**src/rtl/exec_pkg.sv**
```systemverilog
// Shared definitions for the fetch/execute/writeback sequencer: opcodes, FSM states, instruction fields.
// Latency: n/a (definitions only).
// Backpressure: n/a.
// Build option: EXEC_MUL_EN makes opcode C a multiply instead of an undefined opcode.
package exec_pkg;

    localparam logic [3:0] OP_NOP  = 4'h0;
    localparam logic [3:0] OP_ADD  = 4'h1;
    localparam logic [3:0] OP_SUB  = 4'h2;
    localparam logic [3:0] OP_AND  = 4'h3;
    localparam logic [3:0] OP_OR   = 4'h4;
    localparam logic [3:0] OP_XOR  = 4'h5;
    localparam logic [3:0] OP_SHL  = 4'h6;
    localparam logic [3:0] OP_SHR  = 4'h7;
    localparam logic [3:0] OP_ADDI = 4'h8;
    localparam logic [3:0] OP_LDI  = 4'h9;
    localparam logic [3:0] OP_BEQZ = 4'hA;
    localparam logic [3:0] OP_JMP  = 4'hB;
    localparam logic [3:0] OP_MUL  = 4'hC;
    localparam logic [3:0] OP_HALT = 4'hF;

    // Instruction field bit positions
    localparam int OP_MSB   = 15;
    localparam int OP_LSB   = 12;
    localparam int RD_MSB   = 11;
    localparam int RD_LSB   = 9;
    localparam int RS1_MSB  = 8;
    localparam int RS1_LSB  = 6;
    localparam int RS2_MSB  = 5;
    localparam int RS2_LSB  = 3;
    localparam int IMM9_MSB = 8;

    localparam logic [2:0] REG_PC = 3'd7;

    typedef enum logic [2:0] {
        IDLE  = 3'd0,
        FETCH = 3'd1,
        EXEC  = 3'd2,
        WB    = 3'd3,
        PCUPD = 3'd4,
        HALT  = 3'd5
    } state_t;

    // Opcodes whose result lands in rd (and so need a WB cycle)
    function automatic logic op_writes_rd(input logic [3:0] op);
        logic w;
        w = (op >= OP_ADD) && (op <= OP_LDI);
`ifdef EXEC_MUL_EN
        w = w || (op == OP_MUL);
`endif
        return w;
    endfunction

    // Opcodes C..E are undefined unless the multiplier claims C
    function automatic logic op_illegal(input logic [3:0] op);
        logic ill;
        ill = (op >= 4'hC) && (op <= 4'hE);
`ifdef EXEC_MUL_EN
        ill = ill && (op != OP_MUL);
`endif
        return ill;
    endfunction

endpackage

```
**src/rtl/alu16.sv**
```systemverilog
// 16-bit combinational ALU: op, a, b, imm[8:0] -> result (modulo 2^16).
// Latency: combinational, zero cycles.
// Backpressure: none; the result is consumed in the same cycle.
// Build option: EXEC_MUL_EN adds MUL on opcode C (low 16 bits of a*b).
module alu16
    import exec_pkg::*;
#(
    parameter int IMM_W = 6
) (
    input  logic [3:0]  op,
    input  logic [15:0] a,
    input  logic [15:0] b,
    input  logic [8:0]  imm,
    output logic [15:0] result
);

    logic [15:0] imm_sext;
    assign imm_sext = {{(16-IMM_W){imm[IMM_W-1]}}, imm[IMM_W-1:0]};

`ifdef EXEC_MUL_EN
    logic [31:0] prod;
    assign prod = a * b;
`endif

    always_comb begin
        result = 16'h0000;
        case (op)
            OP_ADD:  result = a + b;
            OP_SUB:  result = a - b;
            OP_AND:  result = a & b;
            OP_OR:   result = a | b;
            OP_XOR:  result = a ^ b;
            OP_SHL:  result = a << b[3:0];
            OP_SHR:  result = a >> b[3:0];
            OP_ADDI: result = a + imm_sext;
            OP_LDI:  result = {7'd0, imm};
`ifdef EXEC_MUL_EN
            OP_MUL:  result = prod[15:0];
`endif
            default: result = 16'h0000;
        endcase
    end

endmodule

```
**src/rtl/exec_sequencer.sv**
```systemverilog
// Fetch/execute/writeback controller for the 16-bit 8-register core; all PC updates go through R7 writes.
// Latency: fetch wait + 3 cycles for rd-writing ops, fetch wait + 2 otherwise (rd==7 writes skip PCUPD).
// Backpressure: fetch stalls in FETCH until imem_ack; ack outside FETCH is ignored.
// Ports: clk/rst (sync, active-high); imem_req/addr/ack/data fetch port; pcout/out1/out2 regfile reads,
//        outaddr1/outaddr2 read addresses; regen/inaddr/wdata write port; retired/illegal pulses; halted level.
// Build option: EXEC_MUL_EN enables MUL on opcode C.
module exec_sequencer
    import exec_pkg::*;
#(
    parameter int PC_INC = 1,
    parameter int IMM_W  = 6
) (
    input  logic        clk,
    input  logic        rst,
    output logic        imem_req,
    output logic [15:0] imem_addr,
    input  logic        imem_ack,
    input  logic [15:0] imem_data,
    input  logic [15:0] pcout,
    output logic [2:0]  outaddr1,
    output logic [2:0]  outaddr2,
    input  logic [15:0] out1,
    input  logic [15:0] out2,
    output logic        regen,
    output logic [2:0]  inaddr,
    output logic [15:0] wdata,
    output logic        retired,
    output logic        illegal,
    output logic        halted
);

    state_t      state, state_nx;
    logic [15:0] ir;
    logic        regen_nx;
    logic [2:0]  inaddr_nx;
    logic [15:0] wdata_nx;

    logic [3:0]  op;
    logic [2:0]  rd;
    logic [15:0] alu_res;
    logic [15:0] pc_seq;
    logic [15:0] br_off;
    logic [15:0] next_pc;

    assign op       = ir[OP_MSB:OP_LSB];
    assign rd       = ir[RD_MSB:RD_LSB];
    assign outaddr1 = ir[RS1_MSB:RS1_LSB];
    assign outaddr2 = ir[RS2_MSB:RS2_LSB];

    assign pc_seq = pcout + 16'(PC_INC);
    assign br_off = {{(16-IMM_W){ir[IMM_W-1]}}, ir[IMM_W-1:0]};

    alu16 #(.IMM_W(IMM_W)) u_alu (
        .op     (op),
        .a      (out1),
        .b      (out2),
        .imm    (ir[IMM9_MSB:0]),
        .result (alu_res)
    );

    // PC value for instructions that do not write rd
    always_comb begin
        next_pc = pc_seq;
        case (op)
            OP_BEQZ: next_pc = (out1 == 16'h0000) ? (pc_seq + br_off) : pc_seq;
            OP_JMP:  next_pc = out1;
            default: next_pc = pc_seq;
        endcase
    end

    // Write-port values are registered on entry to WB/PCUPD so they are
    // stable for the whole write cycle; the remaining outputs are decoded
    // directly from the current state.
    always_comb begin
        state_nx  = state;
        regen_nx  = 1'b0;
        inaddr_nx = 3'd0;
        wdata_nx  = 16'h0000;
        imem_req  = 1'b0;
        imem_addr = 16'h0000;
        retired   = 1'b0;
        illegal   = 1'b0;
        halted    = 1'b0;
        case (state)
            IDLE: state_nx = FETCH;
            FETCH: begin
                imem_req  = 1'b1;
                imem_addr = pcout;
                if (imem_ack) state_nx = EXEC;
            end
            EXEC: begin
                illegal = op_illegal(op);
                if (op == OP_HALT) begin
                    retired  = 1'b1;
                    state_nx = HALT;
                end else if (op_writes_rd(op)) begin
                    state_nx  = WB;
                    regen_nx  = 1'b1;
                    inaddr_nx = rd;
                    wdata_nx  = alu_res;
                end else begin
                    state_nx  = PCUPD;
                    regen_nx  = 1'b1;
                    inaddr_nx = REG_PC;
                    wdata_nx  = next_pc;
                end
            end
            WB: begin
                if (rd == REG_PC) begin
                    // The result itself is the new PC; no sequential bump.
                    retired  = 1'b1;
                    state_nx = FETCH;
                end else begin
                    // R7 is not written until PCUPD, so pcout is still the
                    // address of this instruction.
                    state_nx  = PCUPD;
                    regen_nx  = 1'b1;
                    inaddr_nx = REG_PC;
                    wdata_nx  = pc_seq;
                end
            end
            PCUPD: begin
                retired  = 1'b1;
                state_nx = FETCH;
            end
            HALT: halted = 1'b1;
            default: state_nx = IDLE;
        endcase
    end

    always_ff @(posedge clk) begin
        if (rst) begin
            state  <= IDLE;
            ir     <= 16'h0000;
            regen  <= 1'b0;
            inaddr <= 3'd0;
            wdata  <= 16'h0000;
        end else begin
            state  <= state_nx;
            regen  <= regen_nx;
            inaddr <= inaddr_nx;
            wdata  <= wdata_nx;
            if (state == FETCH && imem_ack) ir <= imem_data;
        end
    end

endmodule
```
**config.mk**
```make
export PLATFORM = sky130hd
export DESIGN_NAME = exec_sequencer
export DESIGN_NICKNAME = d
export VERILOG_FILES = /design/src/rtl/exec_pkg.sv /design/src/rtl/alu16.sv /design/src/rtl/exec_sequencer.sv
export SDC_FILE = /design/constraint.sdc
export NUM_CORES = 1
export LEC_CHECK = 0
export BUFFER_PORTS_ARGS = -buffer_cell sky130_fd_sc_hd__buf_2
export CAP_MARGIN = 5
export CORE_ASPECT_RATIO = 0.75
export CORE_UTILIZATION = 49
export CTS_CLUSTER_DIAMETER = 40
export DETAILED_ROUTE_END_ITERATION = 16
export MAX_ROUTING_LAYER = met4
export PLACE_DENSITY = 0.71
export RECOVER_POWER = 25
export SYNTH_ARGS = -nofsm -noshare
export SYNTH_HDL_FRONTEND = slang
export SYNTH_SLANG_ARGS = --single-unit
```
**constraint.sdc**
```tcl
create_clock -name clk -period 5.7 [get_ports clk]
set_input_delay 0.855 -clock clk [delete_from_list [all_inputs] [get_ports clk]]
set_output_delay 0.855 -clock clk [all_outputs]
set_load 0.02 [all_outputs]
```
---- After elaboration in Yosys (flattened, before gate mapping) ----
Cells that the tools add are included.
word-level totals
  register bits ........................... 39
  input port bits ......................... 67
cells by class
  add/sub/neg operators ................... 5
  $lt $le $gt $ge ......................... 4
  equality and inequality tests ........... 19
  shift operators ......................... 2
  multiplexer cells ....................... 26
  bitwise gates (word level) .............. 4
  reduce and logical (&&, ||, !) cells .... 7
operators by type and width
  operator                                                            number
  case mux 16 bit (9 select lines)                                    1
  2-to-1 mux 16 bit                                                   5
  case mux 16 bit (2 select lines)                                    2
  adder 16 bit                                                        3
  2-to-1 mux 3 bit                                                    7
  == test 4 bit (second input constant)                               5
  adder 16 x 1 -> 16 bit (second input constant)                      1
  AND 16 bit                                                          1
  == test 4 x 3 -> 1 bit (second input constant)                      4
  logical NOT 16 bit                                                  1
  bitwise OR 16 bit                                                   1
  << shifter 16 x 4 -> 16 bit                                         1
  right shift 16 x 4 -> 16 bit                                        1
  subtractor 16 bit                                                   1
  XOR 16 bit                                                          1
  case mux 3 bit (5 select lines)                                     1
  == test 3 bit (second input constant)                               3
  == test 4 x 2 -> 1 bit (second input constant)                      2
  less-or-equal comparator 4 bit (second input constant)              2
  2-to-1 mux 1 bit                                                    7
  == test 3 x 2 -> 1 bit (second input constant)                      2
  case mux 3 bit (2 select lines)                                     1
  == test 4 x 1 -> 1 bit (second input constant)                      1
  greater-or-equal comparator 4 x 1 -> 1 bit (second input constant)  1
  other kinds (10)                                                    12

---- Logic depth before layout (Yosys ltp) ----
  depth in word-level cells ............... 7
  gate-level depth with buffers ........... 21
  depth with buffers taken out ............ 17

---- Cells and area by module ----
Synthesis repeated with hierarchy kept, for this count alone.
second synthesis, totals
  cell total of the unflattened synthesis .. 935
  area total of the unflattened synthesis .. 6,961.7 um^2
by module, submodules not included
  module          times used  cells each  area an instance (um^2)
  alu16           1           501         3,749.8
  exec_sequencer  1           434         3,211.8

---- Worst setup path before layout ----
Ideal clock, no wire load.
  path type ............................... input-to-reg
  from .................................... input out2[1]
  to ...................................... register wdata[15]
  library setup time ...................... 0.124 ns
  arrival time ............................ 4.496 ns
  path slack .............................. 1.079 ns
  stages on the path ...................... 16
  path buffers ............................ 2
  path through ............................ clkbuf_1 -> inv_2 -> buf_1 -> ha_1 -> and3_1 -> nand4_1 -> or3_1 -> nand2b_1 -> or4_1 -> a221o_1 -> ha_1 -> and4_1 -> a221oi_1 -> xnor2_1 -> a211oi_1 -> o22ai_1
on the way
  longest elaborated chain between the ends .. 5
  elaborated cells on any way between the ends .. 8
  those cells by class .................... 2 x add/sub; 2 x shift; 4 x mux
RTL lines
  item                                       line                   source
  start, declared                            exec_sequencer.sv:23   input logic [15:0] out2,
  subtractor 16 bit (tied with other cells)  alu16.sv:29            OP_SUB: result = a - b;
  case mux 16 bit (9 select lines) (*)       alu16.sv:27            case (op)
  2-to-1 mux 16 bit (*)                      exec_sequencer.sv:96   end else if (op_writes_rd(op)) begin
  2-to-1 mux 16 bit (*)                      exec_sequencer.sv:93   if (op == OP_HALT) begin
  case mux 16 bit (2 select lines) (*)       exec_sequencer.sv:84   case (state)
  end signal, assigned                       exec_sequencer.sv:142  wdata <= wdata_nx;
  end, declared                              exec_sequencer.sv:26   output logic [15:0] wdata,
Every way passes the cells marked *; elsewhere a longest branch is shown, timed or not.
A chain may end at the register's enable or synchronous reset.

---- Worst setup path after layout ----
  from .................................... register ir[12]
  to ...................................... register wdata[13]
on the way
  longest elaborated chain between the ends .. 5
  elaborated cells on any way between the ends .. 20
  those cells by class .................... 2 x order compare; 12 x eq/ne; 5 x mux; 1 x reduce/logical
RTL lines
  item                                                      line                   source
  start, declared                                           exec_sequencer.sv:33   logic [15:0] ir;
  start signal, assigned                                    exec_sequencer.sv:143  if (state == FETCH && imem_ack) ir <= imem_data;
  == test 4 bit (tied with other cells)                     alu16.sv:27
  case mux 16 bit (9 select lines) (tied with other cells)  alu16.sv:27
  2-to-1 mux 16 bit                                         exec_sequencer.sv:96
  2-to-1 mux 16 bit (*)                                     exec_sequencer.sv:93
  case mux 16 bit (2 select lines) (*)                      exec_sequencer.sv:84
Marks and branches as above.

==> results.yml <==
cts:
  cts_sinks: 39
  clkLatencyLatePin_ns: 0.30
  cts-buffers-inserted: 5
  post_cts_resized: 0
  path_clk_slew_ns: 0.07
  ctsLongestPathBuffers: 2
  cts_max_level: 2
  post_cts_buffers: 0
  cts_tree: "built"
  hold_buffers: 0
  root_buffer: "clkbuf_16"
grt:
  grt_pass1_wl_um: 36100
  grt_max_degree: 48
  grt_overflow: 0
  grt_antenna_before_repair: 0
  track_usage: 0.357
  grt_pass1_vias: 6434
place:
  gp_congestion: 1.00
  dp.cells: 1118
  io_buffers: 112
  dp_hpwl_um: 17900
setup_path:
  rrSetupSlack_ns: 1.13
  arrival_ns: 4.76
  reg2reg_depth: 14
  path_cells: "or4b_1 -> buf_4 -> nand2b_1 -> nand2_1 -> a221o_1 -> ha_1 -> o21ai_0 -> o21ai_0 -> a31oi_1 -> o31ai_1 -> a21oi_1 -> mux2i_1 -> nor4_1 -> nor2_1"
  start_kind: "register"
  critPathCaptureType: "register"
  required_ns: 5.89
  timing.rr.start: "ir[12]"
  rr_endpoint: "wdata[13]"
  crit_type: "register to register"
  crit_fanout: 25
  slowest_delay_ns: 0.63
  cpMaxStageDelayCell: "or4b_1"
  cpMostUsedCell: "o21ai_0"
worst_hold_path:
  holdPathStages: 2
  min_from: "ir[6]"
  hold_path_end: "ir[6]"
  min_path_type: "register to register"
power:
  leakagePower_nw: 3.14
  powerDensity_nw_per_um2: 173
  vdd_drop_max_v: 0.000151
floorplan:
  ioPinCount: 113
  die_w_um: 134
  dieHeight_um: 101
  design.die.area_um2: 13500
  row_count: 35
  initial_utilization: 0.511
  design.core.area_um2: 12500
drt:
  drc_errors: 0
  drt_iter0_drc: 735
  wl_per_cell_um: 20.7
  vias: 7231
  viasPerCell: 6.42
  wirelength_um: 23300
  drtPass1Iterations: 8
  drtAntennaViolNets: 0
sta:
  maxSlewViolCount: 0
  clock_skew_ns: 0.00889
  min_period_ns: 4.57
  setup-violations-final: 0
  finalHoldViolations: 0
  finalCritPeriodShare: 0.802
  worstMarginPinSlew_ns: 1.13
  max_freq_mhz: 219
  slew_headroom: 0.229
  rsz0062_at_grt: "no"
  final.setup.tns_ns: 0
flow_run:
  drv_cap: 0
logic_synthesis:
  yosys_warnings: 0
  ys_seq_elements: 39
  yosysSeqAreaShare: 0.122
  synthDistinctLibCells: 69
  synth.top_cell.area_share: 0.135
  synth.net_count: 1026
  synth-edff-count: 0
  synth_top_cell_by_area: "ha_1"
  syn-cell-area_um2: 6400
  avgSynthCellArea_um2: 7.21
  synth_area_leaders: "ha_1 (13%), dfxtp_1 (12%), nand2_1 (5.4%)"
  yosys_most_used_dff: "dfxtp_1"
  async_reset_ff_frac: 0
  synthCells: 888
finish:
  layout_common_cells: "nand2_1 (92), buf_2 (91), nor2_1 (83), ha_1 (69), a21oi_1 (60)"
  diodes: 0
  final_nets: 1097
  fin_cells: 1126
  final_common_cell: "nand2_1"
  areaGrowthSynthToFinish_pct: 11.1
  final_core_util: 0.568
  layout-drive-gt1-share: 0.139
outcome:
  status: "complete, no violations"
final cells by class:
type / instances / area [um2]
clock buffers: 6 / 139
inverters: 44 / 166
flip-flops and latches: 39 / 781
fillers: 1277 / 5420
repair buffers: 123 / 617
clock inverters: 2 / 38.8
well taps: 166 / 208
multi-input cells: 746 / 5160
cell families (layout without fill, tap and decap cells):
kind of cell | after synthesis | count (layout) | synth area share
fa+ha+maj | 71 | 71 | 0.141
compound gates | 282 | 282 | 0.307
flops | 39 | 39 | 0.122
xor+xnor | 34 | 34 | 0.0465
simple gates | 323 | 323 | 0.246
mux | 36 | 36 | 0.0655
buf+inv | 103 | 175 | 0.0716
Yosys cell counts, drive strengths merged (22+ instances only):
cell type and count:
o21ai 47, a21o 23, a211oi 22, clkbuf 34
buf 25, nor2 83, nand2 92, ha 69
a21oi 60, nor3 29, dfxtp 39, mux2i 25
and2 23, nand2b 23, inv 43
layer usage:
| metal | global-route usage | vias up | wire length (um) |
|---|---|---|---|
| met2 | 0.496 | 416 | 9350 |
| li1 | - | 3433 | - |
| met5 | - | - | 0 |
| met1 | 0.495 | 3336 | 10500 |
| met4 | 0.0979 | 0 | 575 |
| met3 | 0.103 | 46 | 2890 |
how the worst max path moves through the flow:
stage | end | from | slack, ns | depth (start not counted)
6_report | wdata[13] | ir[12] | 1.13 | 14
5_1_grt | wdata[13] | ir[15] | 0.84 | 13
4_1_cts | wdata[15] | ir[12] | 1.20 | 14
3_5_place_dp | wdata[15] | out2[1] | 1.03 | 15
3_3_place_gp | wdata[15] | out2[1] | 1.15 | 15
2_1_floorplan | wdata[15] | out2[1] | 1.08 | 16
critical path, delay by kind of cell (launching register included):
kind / cells / cell delay (ns)
and+or+nand+nor: 5 / 1.49
AOI/OAI and AO/OA: 6 / 1.62
buffers and inverters: 1 / 0.23
adders and majority gates: 1 / 0.34
muxes: 1 / 0.19
DFF: 1 / 0.59
metrics by stage:
stage / area [um2] / power, mW / setup slack [ns] / hold slack [ns]
2_1_floorplan: 6400 / 0.688 / 1.08 / 0.449
3_3_place_gp: 6960 / 0.859 / 1.15 / 0.464
3_5_place_dp: 6960 / 0.860 / 1.03 / 0.471
4_1_cts: 7140 / 1.21 / 1.20 / 0.481
5_1_grt: 7110 / 1.30 / 0.844 / 0.514
6_report: 7110 / 1.23 / 1.13 / 0.478
flip-flops by register name, indices dropped and copies added (netlist names):
register  cells
regen         1
state         3
wdata        16
inaddr        3
ir           16
report_power, final:
part / switching [mW] / internal (mW) / total [mW] / leakage [nW]
logic: 0.352 / 0.219 / 0.571 / 2.74
clock network: 0.135 / 0.221 / 0.355 / 0.0875
registers: 0.0209 / 0.281 / 0.302 / 0.316
Power figures use the tool's default switching activity.
